File: src/rtl/sensor_input_conditioner.sv
`default_nettype none
// ============================================================================
// Module      : sensor_input_conditioner
// Description : Input front end for the gas-detection datapath. It takes
//               five raw sensor pins and the operator button into the system
//               clock domain, debounces each one on its own and presents
//               clean levels to the sensor-decode stage. It also produces
//               per-channel change pulses, a button press pulse and a
//               'settled' flag that marks the end of the power-up window.
//
// Ports       : clk          system clock (rising edge)
//               rst          asynchronous active-high reset
//               sen_raw      [4:0] raw sensor pins, asynchronous to clk
//               button_raw   raw operator button pin, 1 = pressed, async
//               sen_out      [4:0] debounced sensor levels (to sen0..sen4)
//               button_out   debounced button level (to button0)
//               sen_change   [4:0] one-cycle pulse when sen_out[i] toggles
//               button_press one-cycle pulse on a debounced button 0->1
//               settled      high once every input has had time to pass
//                            through the whole pipeline since reset
//
// Revision    : 1.0 - initial release
// ============================================================================
module sensor_input_conditioner #(
    parameter int DEBOUNCE_CYCLES = 16,
    // Derived from DEBOUNCE_CYCLES; leave at its default.
    parameter int CNT_W           = $clog2(DEBOUNCE_CYCLES + 1)
) (
    input  logic       clk,
    input  logic       rst,
    input  logic [4:0] sen_raw,
    input  logic       button_raw,
    output logic [4:0] sen_out,
    output logic       button_out,
    output logic [4:0] sen_change,
    output logic       button_press,
    output logic       settled
);

    localparam int N_CH = 6;   // five sensors plus the button (bit 5)

    // The startup counter has to reach DEBOUNCE_CYCLES+2.
    localparam int ST_W = $clog2(DEBOUNCE_CYCLES + 3);

    localparam logic [CNT_W-1:0] c_CNT_LAST = CNT_W'(DEBOUNCE_CYCLES - 1);
    localparam logic [ST_W-1:0]  c_ST_LAST  = ST_W'(DEBOUNCE_CYCLES + 1);

    logic [N_CH-1:0] w_raw;
    logic [N_CH-1:0] r_sync1;
    logic [N_CH-1:0] r_sync2;
    logic [N_CH-1:0] w_out;
    logic [N_CH-1:0] w_change;
    logic [N_CH-1:0] w_fire;
    logic            r_press;
    logic [ST_W-1:0] r_start_cnt;
    logic            r_settled;

    assign w_raw = {button_raw, sen_raw};

    // ------------------------------------------------------------------
    // Two-flop synchronizer for all channels.
    // ------------------------------------------------------------------
    always_ff @(posedge clk or posedge rst) begin
        if (rst) begin
            r_sync1 <= '0;
            r_sync2 <= '0;
        end else begin
            r_sync1 <= w_raw;
            r_sync2 <= r_sync1;
        end
    end

    // ------------------------------------------------------------------
    // Per-channel debounce. The counter only runs while the synchronized
    // value differs from the current output; any agreement (a bounce back)
    // clears it, so only an unbroken run of DEBOUNCE_CYCLES differing
    // samples moves the output. The counter is cleared on the update, so
    // it never goes past c_CNT_LAST.
    // ------------------------------------------------------------------
    for (genvar i = 0; i < N_CH; i++) begin : g_ch
        logic [CNT_W-1:0] r_cnt;
        logic             r_out;
        logic             r_chg;

        assign w_fire[i] = (r_sync2[i] != r_out) && (r_cnt == c_CNT_LAST);

        always_ff @(posedge clk or posedge rst) begin
            if (rst) begin
                r_cnt <= '0;
                r_out <= 1'b0;
                r_chg <= 1'b0;
            end else begin
                r_chg <= w_fire[i];
                if (r_sync2[i] == r_out) begin
                    r_cnt <= '0;
                end else if (r_cnt == c_CNT_LAST) begin
                    r_out <= r_sync2[i];
                    r_cnt <= '0;
                end else begin
                    r_cnt <= r_cnt + 1'b1;
                end
            end
        end

        assign w_out[i]    = r_out;
        assign w_change[i] = r_chg;
    end

    // Press pulse: registered alongside the change pulse, qualified by the
    // value the button output is about to take (a release gives no pulse).
    always_ff @(posedge clk or posedge rst) begin
        if (rst) begin
            r_press <= 1'b0;
        end else begin
            r_press <= w_fire[5] & r_sync2[5];
        end
    end

    // ------------------------------------------------------------------
    // Startup counter: counts edges since reset up to DEBOUNCE_CYCLES+2,
    // the worst-case time for an input present at reset release to reach
    // the outputs, then freezes with settled held high.
    // ------------------------------------------------------------------
    always_ff @(posedge clk or posedge rst) begin
        if (rst) begin
            r_start_cnt <= '0;
            r_settled   <= 1'b0;
        end else if (!r_settled) begin
            r_start_cnt <= r_start_cnt + 1'b1;
            if (r_start_cnt == c_ST_LAST) begin
                r_settled <= 1'b1;
            end
        end
    end

    assign sen_out      = w_out[4:0];
    assign button_out   = w_out[5];
    assign sen_change   = w_change[4:0];
    assign button_press = r_press;
    assign settled      = r_settled;

endmodule
`default_nettype wire
File: config.mk
export PLATFORM = sky130hd
export DESIGN_NAME = sensor_input_conditioner
export DESIGN_NICKNAME = d
export VERILOG_FILES = /design/src/rtl/sensor_input_conditioner.sv
export SDC_FILE = /design/constraint.sdc
export NUM_CORES = 1
export LEC_CHECK = 0
export ABC_CLOCK_PERIOD_IN_PS = 1750
export CAP_MARGIN = 25
export CORE_ASPECT_RATIO = 0.5
export CORE_MARGIN = 1.5
export CORE_UTILIZATION = 35
export CTS_CLUSTER_SIZE = 20
export DETAILED_ROUTE_END_ITERATION = 7
export HOLD_SLACK_MARGIN = 0.12
export PLACE_DENSITY_LB_ADDON = 0.2
export SLEW_MARGIN = 20
export SYNTH_ARGS = -nofsm -noshare
export SYNTH_HDL_FRONTEND = slang
export SYNTH_SLANG_ARGS = --single-unit
File: constraint.sdc
create_clock -name clk -period 1.75 [get_ports clk]
set_input_delay 0.175 -clock clk [delete_from_list [all_inputs] [get_ports clk]]
set_output_delay 0.175 -clock clk [all_outputs]
set_load 0.005 [all_outputs]
==> impl_results.html <==
<table>
<tr><th>Metric</th><th>Value</th></tr>
<tr><th colspan="2">Yosys</th></tr>
<tr><td>Total of flip-flops plus latches after synthesis</td><td>60</td></tr>
<tr><td>Area of the mapped netlist</td><td>0.002364 mm^2</td></tr>
<tr><td>Number of warnings issued by yosys</td><td>0</td></tr>
<tr><td>Post-Synthesis Net Count</td><td>200</td></tr>
<tr><td>Main area contributors after synthesis</td><td>sky130_fd_sc_hd__dfrtp_1, sky130_fd_sc_hd__xnor2_1, sky130_fd_sc_hd__xor2_1</td></tr>
<tr><td>Register area share after synthesis</td><td>63.53%</td></tr>
<tr><td>Most area-hungry cell type in the Yosys netlist</td><td>sky130_fd_sc_hd__dfrtp_1</td></tr>
<tr><td>Fraction of synthesized cell area taken by the top area cell type</td><td>63.53%</td></tr>
<tr><td>Synthesized area per cell</td><td>12.85 um^2</td></tr>
<tr><td>Mapped Cells</td><td>184</td></tr>
<tr><td>Number of unique standard cell types used by synthesis</td><td>22</td></tr>
<tr><th colspan="2">Placed design</th></tr>
<tr><td># port buffers</td><td>20</td></tr>
<tr><td>Final HPWL from detailed placement</td><td>2187 um</td></tr>
<tr><td>Final weighted congestion in routability-driven placement</td><td>around 0.74</td></tr>
<tr><td>Placed Instances</td><td>284</td></tr>
<tr><th colspan="2">Route</th></tr>
<tr><td>DRC violations left</td><td>0</td></tr>
<tr><td>DR pass1 iterations</td><td>2</td></tr>
<tr><td>Detailed-route via count</td><td>1,297</td></tr>
<tr><td>Average routed wire per standard cell</td><td>10.89 um</td></tr>
<tr><td>Detail Route Antenna Nets</td><td>0</td></tr>
<tr><td>Via/cell ratio</td><td>4.338</td></tr>
<tr><td>Sum of routed wire length over all layers</td><td>3256 um</td></tr>
<tr><td>Number of design-rule violations left by the first detailed-router iteration</td><td>73</td></tr>
<tr><th colspan="2">Run status</th></tr>
<tr><td>Outcome</td><td>completed</td></tr>
<tr><th colspan="2">Global route</th></tr>
<tr><td>Overflow after GRT</td><td>0</td></tr>
<tr><td>Vias in the first global route</td><td>around 1,300</td></tr>
<tr><td>Pin count of the biggest net entering global routing</td><td>24</td></tr>
<tr><td>Total track usage</td><td>11.09%</td></tr>
<tr><td>Wire length of the first global-routing pass</td><td>5906 um</td></tr>
<tr><td>Initial antenna violation count</td><td>0</td></tr>
<tr><th colspan="2">Clock tree</th></tr>
<tr><td>Clock Tree Buf Depth</td><td>2</td></tr>
<tr><td>Clk Tree Root Cell</td><td>sky130_fd_sc_hd__clkbuf_16</td></tr>
<tr><td>Clock tree from TritonCTS</td><td>done</td></tr>
<tr><td>Clock input transition at the sequential cells of the worst setup and hold paths</td><td>0.05 ns</td></tr>
<tr><td>Insertion delay to the later sink of the worst-skew pair</td><td>0.32 ns</td></tr>
<tr><td>Clock sink count</td><td>60</td></tr>
<tr><td>Post-CTS Resized</td><td>0</td></tr>
<tr><td>CTS HTree Levels</td><td>3</td></tr>
<tr><td>Total setup buffers inserted after CTS</td><td>0</td></tr>
<tr><td>Post-CTS Hold Buffers</td><td>0</td></tr>
<tr><td>Clock buffers created by TritonCTS</td><td>9</td></tr>
<tr><th colspan="2">STA</th></tr>
<tr><td>Number of pins exceeding their max-slew limit in the final report</td><td>0</td></tr>
<tr><td>Setup repair after global routing missed its margin</td><td>no</td></tr>
<tr><td>Clock Skew</td><td>0.003251 ns</td></tr>
<tr><td>Slew Limit Headroom</td><td>70.11%</td></tr>
<tr><td>Final hold viol count</td><td>0</td></tr>
<tr><td>Period minus WS final</td><td>1.505 ns</td></tr>
<tr><td>Post-Route Setup TNS</td><td>0 ns</td></tr>
<tr><td>Fmax</td><td>~660 MHz</td></tr>
<tr><td>Setup Viol. Count Final</td><td>0</td></tr>
<tr><td>Slew @ Worst Pin</td><td>0.4477 ns</td></tr>
<tr><td>Fraction of the cycle the final worst path needs</td><td>around 86%</td></tr>
<tr><th colspan="2">Layout</th></tr>
<tr><td>Area Growth Syn to Fin</td><td>23.88%</td></tr>
<tr><td># nets final</td><td>223</td></tr>
<tr><td>Antenna diode instance count</td><td>0</td></tr>
<tr><td>Most common cell after layout, fill and taps aside</td><td>sky130_fd_sc_hd__dfrtp_1</td></tr>
<tr><td>Fraction of final layout cells with drive strength greater than 1</td><td>13.27%</td></tr>
<tr><td>Final-layout fill cell count</td><td>about 550</td></tr>
<tr><td>Final Instance Count excl. Fillers</td><td>299</td></tr>
<tr><td>Leading cell types in the layout, fill and taps excluded</td><td>sky130_fd_sc_hd__dfrtp_1, sky130_fd_sc_hd__nor2_1, sky130_fd_sc_hd__clkdlybuf4s50_1</td></tr>
<tr><th colspan="2">Worst setup path</th></tr>
<tr><td>Crit end category</td><td>output pin</td></tr>
<tr><td>Worst setup SP type</td><td>register</td></tr>
<tr><td>Crit path kind</td><td>reg2out</td></tr>
<tr><td>FF-to-FF setup slack</td><td>0.48 ns</td></tr>
<tr><td>Required arrival time at the worst endpoint</td><td>1.57 ns</td></tr>
<tr><td>Crit path max-delay family</td><td>buffers and inverters</td></tr>
<tr><td>CP Buf/Inv Count</td><td>1</td></tr>
<tr><td>Largest stage delay, worst path</td><td>0.55 ns</td></tr>
<tr><td>Maximum fanout along the worst path</td><td>8</td></tr>
<tr><td>Highest-delay cell along the critical path</td><td>sky130_fd_sc_hd__clkdlybuf4s50_1</td></tr>
<tr><td>Arrival time worst endpoint</td><td>around 1.3 ns</td></tr>
<tr><td>Critical path cell sequence</td><td>clkdlybuf4s50_1</td></tr>
<tr><th colspan="2">Floorplan</th></tr>
<tr><td>FP Rows</td><td>20</td></tr>
<tr><td>Placeable Area</td><td>~0.0063 mm^2</td></tr>
<tr><td>Die width</td><td>119.2 um</td></tr>
<tr><td>Initial cell density of the core</td><td>37.63%</td></tr>
<tr><td>Number of top-level pins</td><td>21</td></tr>
<tr><td>Overall die area</td><td>approximately 0.0073 mm^2</td></tr>
<tr><td>Chip Height</td><td>61.11 um</td></tr>
<tr><th colspan="2">Pwr</th></tr>
<tr><td>Maximum ir drop on the vdd rail</td><td>between 0.3 and 0.4 mV</td></tr>
<tr><td>Cell leakage power</td><td>1.395 nW</td></tr>
<tr><td>Total power</td><td>3.255 mW</td></tr>
<tr><td>Power density over the cells</td><td>between 1000 and 1500 mW/mm^2</td></tr>
<tr><th colspan="2">Hold path</th></tr>
<tr><td>Type of the most critical hold path</td><td>in2async</td></tr>
<tr><th colspan="2">Job</th></tr>
<tr><td>Max-cap violation count</td><td>0</td></tr>
</table>
-- final cells by class --
cell class	instances	area, um^2	share of cell area (%)
flip-flops and latches	60	1501	51.28
multi-input cells	108	764.5	26.11
clock buffers	14	284.0	9.701
repair buffers	22	240.2	8.205
well taps	88	110.1	3.761
inverters	6	22.52	0.7692
clock inverters	1	5.005	0.1709
-- metal layers --
layer | up-vias | share of wire (%) | track usage (%)
met5 | - | 0 | 0
met4 | 0 | 1.7 | 6.196
met3 | 8 | 5.4 | 6.204
met2 | 21 | 45 | 17.26
met1 | 619 | 47 | 12.52
li1 | 649 | - | -
-- synth_stat cells --
| master | instances |
|---|---|
| sky130_fd_sc_hd__dfrtp_1 | 60 |
| sky130_fd_sc_hd__o21ai_1 | 6 |
| sky130_fd_sc_hd__inv_1 | 6 |
| sky130_fd_sc_hd__xnor2_1 | 14 |
| sky130_fd_sc_hd__mux2_2 | 4 |
| sky130_fd_sc_hd__and2_1 | 3 |
| sky130_fd_sc_hd__nor3_1 | 5 |
| sky130_fd_sc_hd__ha_1 | 8 |
| sky130_fd_sc_hd__nor4b_1 | 1 |
| sky130_fd_sc_hd__nand3_2 | 6 |
| sky130_fd_sc_hd__nand2_1 | 1 |
| sky130_fd_sc_hd__nor2_1 | 27 |
| sky130_fd_sc_hd__o21ai_0 | 1 |
| sky130_fd_sc_hd__nand2b_1 | 1 |
| sky130_fd_sc_hd__nand3_1 | 6 |
| sky130_fd_sc_hd__nor4bb_1 | 1 |
| sky130_fd_sc_hd__or2_2 | 1 |
| sky130_fd_sc_hd__nand4b_1 | 2 |
| sky130_fd_sc_hd__and3_1 | 6 |
| sky130_fd_sc_hd__mux2_1 | 2 |
| sky130_fd_sc_hd__buf_4 | 10 |
| sky130_fd_sc_hd__xor2_1 | 13 |
-- where the power goes --
part | total (mW) | internal, mW | switching (mW)
combinational | 0.129 | 0.0619 | 0.0669
clock | 1.65 | 1.10 | 0.554
sequential | 1.47 | 1.44 | 0.0342
total | 3.25 | 2.60 | 0.655
-- per-stage QoR --
step                      instance area, um^2  hold WS (ns)  setup WS [ns]  utilization, %
after floorplan                          2364        0.2064        0.09031               -
after global placement                   2639        0.3327         0.5163           42.01
after detailed placement                 2639        0.3347         0.4953           42.01
after CTS                                2928        0.1895         0.2246           46.61
after global routing                     2928        0.2176         0.1762           46.61
final                                    2928        0.1835         0.2448           46.61
-- cells by family after synthesis --
group           after synthesis  synth area share (%)
mux                           6                 2.858
buf+inv                      16                 4.129
flops                        60                 63.53
simple gates                 60                 13.76
xor+xnor                     27                 10.01
compound gates                7                 1.482
fa+ha+maj                     8                 4.235
-- registers in the layout, indices dropped and copies added (netlist names) --
| name | cells |
|---|---|
| button_press | 1 |
| r_sync2 | 6 |
| r_start_cnt | 5 |
| r_sync1 | 6 |
| g_ch.r_chg | 5 |
| button_out | 1 |
| settled | 1 |
| g_ch.r_out | 5 |
| g_ch.r_cnt | 30 |
-- worst paths after layout --
check                                      start                to  cells past startpoint
min in group clk                      button_raw        r_sync1[5]                      1
worst min register to register        r_sync1[1]        r_sync2[1]                      0
worst max register to register  g_ch[1].r_cnt[0]     g_ch[1].r_out                      4
worst max-delay path                     settled           settled                      1
worst min-delay path                         rst        button_out                      2
max in group asynchronous                    rst  g_ch[1].r_cnt[3]                      3
-- worst register-to-register path: cells and delay by family (launching register included) --
family,cells,cell delay (ns)
multiplexers,1,0.34
flip-flops,1,0.36
AND/OR/NAND/NOR,2,0.24
adder cells (fa/ha/maj),1,0.21
(Power assumes the default switching activity.)
